<file path="src/rtl/demux_frame_collector.sv">
// Reassembles the per-lane bits of a 1:LANES select demux into one frame,
// handing it downstream on a valid/ready handshake or flushing a partial frame after an idle timeout.
module demux_frame_collector #(
    parameter int LANES   = 8,
    parameter int SEL_W   = 3,
    parameter int TIMEOUT = 16
) (
    input  logic             clk,
    input  logic             rst_n,
    input  logic             in_valid,
    input  logic [SEL_W-1:0] in_sel,
    input  logic [LANES-1:0] lane_in,
    output logic             in_ready,
    output logic [LANES-1:0] frame_data,
    output logic [LANES-1:0] frame_mask,
    output logic             frame_partial,
    output logic             frame_valid,
    input  logic             frame_ready,
    input  logic             err_clr,
    output logic             err_mismatch,
    output logic             err_dup,
    output logic             err_overflow
);

    localparam int CNT_W = $clog2(TIMEOUT);

    typedef enum logic [1:0] {
        S_IDLE    = 2'd0,
        S_COLLECT = 2'd1,
        S_HOLD    = 2'd2
    } state_t;

    function automatic logic [LANES-1:0] onehot(input logic [SEL_W-1:0] sel);
        logic [LANES-1:0] v;
        v      = '0;
        v[sel] = 1'b1;
        return v;
    endfunction

    state_t           r_state;
    state_t           w_state_next;
    logic [LANES-1:0] r_data;
    logic [LANES-1:0] r_mask;
    logic [CNT_W-1:0] r_idle_cnt;
    logic             r_valid;
    logic             r_partial;
    logic             r_err_mismatch;
    logic             r_err_dup;
    logic             r_err_overflow;

    logic             w_accept;
    logic [LANES-1:0] w_onehot;
    logic [LANES-1:0] w_mask_wr;
    logic             w_set_partial;
    logic             w_handshake;

    assign w_onehot    = onehot(in_sel);
    assign w_mask_wr   = r_mask | w_onehot;
    assign w_accept    = in_valid & ~r_valid;
    assign w_handshake = r_valid & frame_ready;

    // State register
    always_ff @(posedge clk) begin
        if (!rst_n) begin
            r_state <= S_IDLE;
        end else begin
            r_state <= w_state_next;
        end
    end

    // Next-state decode; a write arriving in the expiry cycle takes priority over the flush
    always_comb begin
        w_state_next  = r_state;
        w_set_partial = 1'b0;
        case (r_state)
            S_IDLE: begin
                if (w_accept) begin
                    w_state_next = (&w_mask_wr) ? S_HOLD : S_COLLECT;
                end else begin
                    w_state_next = S_IDLE;
                end
            end
            S_COLLECT: begin
                if (w_accept) begin
                    w_state_next = (&w_mask_wr) ? S_HOLD : S_COLLECT;
                end else if (r_idle_cnt == CNT_W'(TIMEOUT - 1)) begin
                    w_state_next  = S_HOLD;
                    w_set_partial = 1'b1;
                end else begin
                    w_state_next = S_COLLECT;
                end
            end
            S_HOLD: begin
                if (frame_ready) begin
                    w_state_next = S_IDLE;
                end else begin
                    w_state_next = S_HOLD;
                end
            end
            default: begin
                w_state_next = S_IDLE;
            end
        endcase
    end

    // Frame datapath, idle counter and handshake outputs
    always_ff @(posedge clk) begin
        if (!rst_n) begin
            r_data     <= '0;
            r_mask     <= '0;
            r_idle_cnt <= '0;
            r_valid    <= 1'b0;
            r_partial  <= 1'b0;
        end else begin
            if (w_handshake) begin
                r_data     <= '0;
                r_mask     <= '0;
                r_idle_cnt <= '0;
                r_partial  <= 1'b0;
            end else if (w_accept) begin
                r_data[in_sel] <= lane_in[in_sel];
                r_mask         <= w_mask_wr;
                r_idle_cnt     <= '0;
            end else if (r_state == S_COLLECT && w_state_next == S_COLLECT) begin
                r_idle_cnt <= r_idle_cnt + CNT_W'(1);
            end else begin
                r_idle_cnt <= r_idle_cnt;
            end
            if (w_set_partial) begin
                r_partial <= 1'b1;
            end
            r_valid <= (w_state_next == S_HOLD);
        end
    end

    // Sticky error flags; a new error in the clear cycle wins
    always_ff @(posedge clk) begin
        if (!rst_n) begin
            r_err_mismatch <= 1'b0;
            r_err_dup      <= 1'b0;
            r_err_overflow <= 1'b0;
        end else begin
            r_err_mismatch <= (r_err_mismatch & ~err_clr) | (w_accept & (|(lane_in & ~w_onehot)));
            r_err_dup      <= (r_err_dup & ~err_clr) | (w_accept & (|(r_mask & w_onehot)));
            r_err_overflow <= (r_err_overflow & ~err_clr) | (in_valid & r_valid);
        end
    end

    assign in_ready      = ~r_valid;
    assign frame_valid   = r_valid;
    assign frame_data    = r_data;
    assign frame_mask    = r_mask;
    assign frame_partial = r_partial;
    assign err_mismatch  = r_err_mismatch;
    assign err_dup       = r_err_dup;
    assign err_overflow  = r_err_overflow;

endmodule

</file>
<file path="config.mk">
export PLATFORM = sky130hd
export DESIGN_NAME = demux_frame_collector
export DESIGN_NICKNAME = d
export VERILOG_FILES = /design/src/rtl/demux_frame_collector.sv
export SDC_FILE = /design/constraint.sdc
export NUM_CORES = 1
export LEC_CHECK = 0
export CORE_UTILIZATION = 43
export DETAILED_ROUTE_END_ITERATION = 12
export PLACE_DENSITY = 0.86
export SKIP_LAST_GASP = 1
export SLEW_MARGIN = 20
export SYNTH_ARGS = -nofsm -noshare
export SYNTH_HDL_FRONTEND = slang
export SYNTH_SLANG_ARGS = --single-unit
</file>
<file path="constraint.sdc">
create_clock -name clk -period 1.33 [get_ports clk]
set_input_delay 0.266 -clock clk [delete_from_list [all_inputs] [get_ports clk]]
set_output_delay 0.266 -clock clk [all_outputs]
set_load 0.005 [all_outputs]
</file>
# Yosys cells after proc, flatten, opt, wreduce, memory -nomap -nowiden
# Cells that the tools add are included.
[word_totals]
ff_bits = 27
latch_bits = 0
mem_bits_rw = 0
mem_bits_ro = 0
inputBits = 16
out_inout_bits = 22
elab_cells = 60
n_memories = 0
[op_classes]
addsub = 1
mul = 0
div_mod_pow = 0
n_lt_le_gt_ge = 2
n_eq_ne = 5
shift = 0
mux = 16
bitwise_logic = 18
n_reduce_logical = 9
[ops]
columns = ["operator", "count"]
rows = [
  ["$and 8x8->8", 2],
  ["$reduce_or 8->1", 2],
  ["$mux 2", 5],
  ["$and 1x1->1", 8],
  ["$bwmux 8", 1],
  ["$not 8->8", 1],
  ["$or 8x8->8", 1],
  ["$reduce_and 8->1", 1],
  ["$mux 1", 7],
  ["$pmux 2 s3", 1],
  ["$add 4x1->4 const B", 1],
  ["$eq 2x1->1 const B", 2],
  ["$eq 2x2->1 const B", 2],
  ["$eq 4x4->1 const B", 1],
  ["$lt 3x4->1 const B", 1],
  ["$bmux 1 s3", 1],
  ["$demux 1 s3", 1],
  ["$ge 3x1->1 const B", 1],
  ["$not 1->1", 3],
  ["$or 1x1->1", 3],
  ["$reduce_or 3->1", 1],
  ["$logic_and 1x1->1", 2],
  ["$logic_not 2->1", 1],
  ["$reduce_bool 2->1", 1],
  ["$reduce_or 2->1", 1],
]

# Longest topological paths before layout
[logic_depth]
word_depth = 11
mapped_depth = 7

# Worst setup path after synthesis
# Ideal clock, no wire load.
[synth_timing]
kind = "input-to-reg"
start = "input in_sel[0]"
end = "register r_err_mismatch, in the netlist err_mismatch"
setup_time_ns = 0.117
t_arrival_ns = 1.253
t_required_ns = 1.213
path_slack_ns = -0.040
cell_stages = 5
cell_sequence = "buf_4 -> or4b_1 -> o311ai_1 -> o2111a_1 -> o21ai_1"
[synth_between]
elab_chain_len = 9
[synth_lines]
columns = ["item", "line_no", "text"]
rows = [
  ["from (decl)", "11", "input logic [SEL_W-1:0] in_sel,"],
  ["$lt 3x4->1 (implied by the code) or $ge 3x1->1 (tied branches)", "36", "v[sel] = 1'b1;"],
  ["$logic_and 1x1->1 (implied by the code)", "36", ""],
  ["$mux 1 (implied by the code)", "36", ""],
  ["$demux 1 s3 *", "36", ""],
  ["$not 8->8 *", "143", "r_err_mismatch <= (r_err_mismatch & ~err_clr) | (w_accept & (|(lane_in & ~w_onehot)));"],
  ["$and 8x8->8 *", "143", ""],
  ["$reduce_or 8->1 *", "143", ""],
  ["$and 1x1->1 *", "143", ""],
  ["$or 1x1->1 *", "143", ""],
  ["to (signal assigned)", "143", ""],
  ["to (decl)", "47", "logic r_err_mismatch;"],
]
# Mark *: on every way between the ends. The rest lies on a longest branch, timed or not.
# A chain may end at the register's enable or synchronous reset.

# Worst setup path in the final report
[layout_timing]
start = "register r_valid, in the netlist frame_valid"
end = "register r_data[6], in the netlist frame_data[6]"
[layout_between]
elab_chain_len = 2
[layout_lines]
columns = ["item", "line_no", "text"]
rows = [
  ["from (decl)", "45", "logic r_valid;"],
  ["from (signal assigned)", "132", "r_valid <= (w_state_next == S_HOLD);"],
  ["$and 1x1->1 or $not 1->1 (tied branches)", "60, 59", ""],
  ["$reduce_or 2->1 (no line) or $and 1x1->1 (tied branches)", "n/a", ""],
  ["to (signal, indexed assignment)", "121", "r_data[in_sel] <= lane_in[in_sel];"],
  ["to (decl)", "42", "logic [LANES-1:0] r_data;"],
]
# Parallel ways exist; a longest one is shown, timed or not.

==> summary.md <==
| Metric | Value |
|---|---|
| Status | `finished, violations left` |
| Violated checks | `setup timing` |
| Data arrival at the endpoint of the critical path | `1.65 ns` |
| Net Count, Synth | `171` |
| Top area cells in the synthesized netlist | `dfxtp_1 (38%), a21oi_1 (4.2%), o21a_1 (4.2%), o21ai_0 (3.9%), mux2i_1 (2.8%)` |
| Leading cell types by count after synthesis | `dfxtp_1 (27), a21oi_1 (12), o21ai_0 (11)` |
| Clock buffers created by TritonCTS | `3` |
| Wire length of the first global-routing pass | `6.73 mm` |
| CTS root buffer | `clkbuf_4` |
| Detail Route Antenna Nets | `0` |
| Number of global-route vias before repair | `1498` |
| Max IR drop VDD | `0.656 mV` |
| Die Span Y | `59.5 um` |
| Port Buf Inserts | `37` |
| Number of maximum-capacitance constraint violations | `0` |
| Placed cell area | `0.00202 mm2` |
| Routed vias | `1584` |
| # DRC | `0` |
| Non-filler instance count after layout | `279` |
| Largest net degree at the start of global routing | `17` |
| Critical Setup Path Class | `flip-flop to flip-flop` |
| Average footprint of a synthesized cell | `9.25 um2` |
| Number of top-level pins | `38` |
| Nets@finish | `253` |
| Smallest setup slack after layout | `-0.0489 ns` |
| Required time at the endpoint of the critical path | `1.60 ns` |
| Start point of the worst hold path | `in_valid` |
| Power density over cell area | `691 mW/mm2` |
| Least-Margin Pin Slew | `0.313 ns` |
| Critical R2R Launch | `frame_valid` |
| Shortest period the worst path allows | `1.38 ns` |
| Final number of setup-violating endpoints | `4` |
| HPWL after detailed placement | `2.80 mm` |
| Fraction of layout cells with a size suffix above 1 | `0.451` |
| Overall die width | `59.5 um` |
| Core Area | `0.00310 mm2` |
| Die area | `0.00355 mm2` |
| Number of search-and-repair iterations in the first detailed-routing pass | `4` |
| Slew headroom | `0.791` |
| Cell depth of the worst hold path | `4` |
| Global-route usage over all layers | `0.252` |
| Prevailing post-synth register cell | `dfxtp_1` |
| Clock Skews | `0.00576 ns` |
| Final max-slew violation count | `0` |
| WL/cell | `16.8 um` |
| Total number of yosys warnings | `0` |
| H-tree lvl count | `1` |
| Floorplan row count | `20` |
| Yosys top cell by area | `dfxtp_1` |
| Syn-to-layout area delta | `66.2%` |
| CP max FO | `5` |
| Post-route clock period utilization | `1.04` |
| Clock Pin Slew Worst Setup and Hold Paths | `0.16 ns` |
| Proportion of synthesized chip area in sequential cells | `0.380` |
| Fillers | `218` |
| Post-synthesis instance area | `0.00142 mm2` |
| Setup repair after global routing missed its margin | `yes` |
| TritonCTS clock tree | `built` |
| Antenna violations before repair | `0` |
| Distinct cell type count of the synthesized netlist | `47` |
| Fraction of post-synthesis cell area in the top cell type by area | `0.380` |
| Worst Reg-to-Reg Cells | `6` |
| DRT Wirelength | `4.70 mm` |
| Final antenna diode count | `0` |
| Worst hold-check path type | `primary input to flip-flop` |
| Most frequent cell after synthesis | `dfxtp_1` |
| Final number of hold-violating endpoints | `0` |
| Kind of end point of the critical path | `flip-flop` |
| Leakage | `0.00107 uW` |
| Worst setup slack after placement | `-0.754 ns` |
| Gate count of the mapped netlist | `154` |
| Iteration-0 DRC count of the detailed router | `94` |
| Initial cell density of the core | `0.459` |
| RePlAce Congestion | `0.855` |
| Synthesized flop and latch total | `27` |
| Number of vias per cell after detailed routing | `5.68` |
| Async set or reset register ratio after synthesis | `0` |
| Source of the critical timing path | `frame_valid` |
| Bufs on Longest Clock Path | `2` |
| Clk_lat worst skew | `0.33 ns` |
| Fin Setup TNS | `-0.123 ns` |
| Post-CTS Hold Fix Bufs | `0` |
| Count of flip-flops with a built-in enable after synthesis | `0` |
| Highest Clock Rate | `725 MHz` |
| Hold WS | `0.387 ns` |
| Aggregate global routing overflow | `0` |
| Crit start category | `flip-flop` |
| Number of placed cells counting well taps | `257` |
| Clock sink total | `27` |
| Final non-filler cell area | `0.00237 mm2` |
worst paths after layout:
check	slack [ns]	end
hold / removal	0.39	err_overflow
setup reg to reg	-0.05	frame_data[6]
hold reg to reg	0.49	frame_partial
setup / recovery	-0.05	frame_data[6]
stage by stage:
stage	total power [uW]	util
after CTS	1590	0.713
after global routing	1700	0.763
after global placement	1190	0.652
after floorplan	1030	-
after detailed placement	1210	0.652
final	1640	0.763
kinds of logic (layout without fill, tap and decap cells):
kind of cell               after synthesis  after routing  synth area share
AOI/OAI and AO/OA                       57             57             0.289
DFF                                     27             27             0.380
xor gates and xnor gates                 3              3            0.0185
buffers and inverters                   10             91            0.0492
adders and majority gates                1              1           0.00879
muxes                                    5              5            0.0360
and+or+nand+nor                         51             51             0.219
power by group:
| part | internal (uW) | switching, uW |
|---|---|---|
| clock network | 115 | 261 |
| registers | 830 | 18.7 |
| logic | 222 | 188 |
sequential cells by signal (all words and copies together) (netlist names):
register       flops
frame_data         8
frame_mask         8
r_idle_cnt         4
r_state            2
err_dup            1
err_mismatch       1
err_overflow       1
frame_partial      1
frame_valid        1
cells in the final DEF, fill, tap and decap left out, types with 4 or more instances in the layout:
| cell | count |
|---|---|
| buf_4 | 42 |
| dlygate4sd2_1 | 23 |
| dfxtp_2 | 18 |
| a21oi_1 | 10 |
| o21ai_0 | 8 |
| o21a_1 | 8 |
| nor2_1 | 7 |
| clkdlybuf4s50_1 | 7 |
| nand3b_1 | 5 |
| o21ai_1 | 5 |
| dfxtp_4 | 5 |
| mux2i_1 | 4 |
| nand2_1 | 4 |
| nor3_1 | 4 |
| dlymetal6s2s_1 | 4 |
| buf_6 | 4 |
| dfxtp_1 | 4 |
worst max-delay path, stage by stage, from the launching register on:
cell and delay, ns:
dfxtp_4 0.39, buf_6 0.12, nand3b_1 0.25, buf_4 0.21
nor2_4 0.11, o21ai_0 0.11, a21oi_1 0.14
metal layers:
metal  routed length [um]  up-vias  share of wire  GRT usage
met5                    0        -              0          0
met4                   84        0          0.018     0.0764
met3                  251       12          0.053     0.0284
met2                 2470       66           0.53      0.475
met1                 1890      761           0.40      0.294
li1                     -      745              -          -
cell type report:
class / instances / area, um2 / share of cell area
multi-input cells: 117 / 950 / 0.401
repair buffers: 85 / 742 / 0.314
flip-flops and latches: 27 / 582 / 0.246
well taps: 44 / 55.1 / 0.0233
clock buffers: 3 / 22.5 / 0.00952
clock inverters: 1 / 7.51 / 0.00317
inverters: 2 / 7.51 / 0.00317
timing repair:
item | in CTS | in global routing
buffers inserted | 14 | 7
pin swaps | 6 | 14
gates cloned | 0 | 1
resized for setup | 66 | 33
endpoints found under the hold margin | 0 | 0
setup endpoints to repair | 42 | 26
Power figures use the tool's default switching activity.
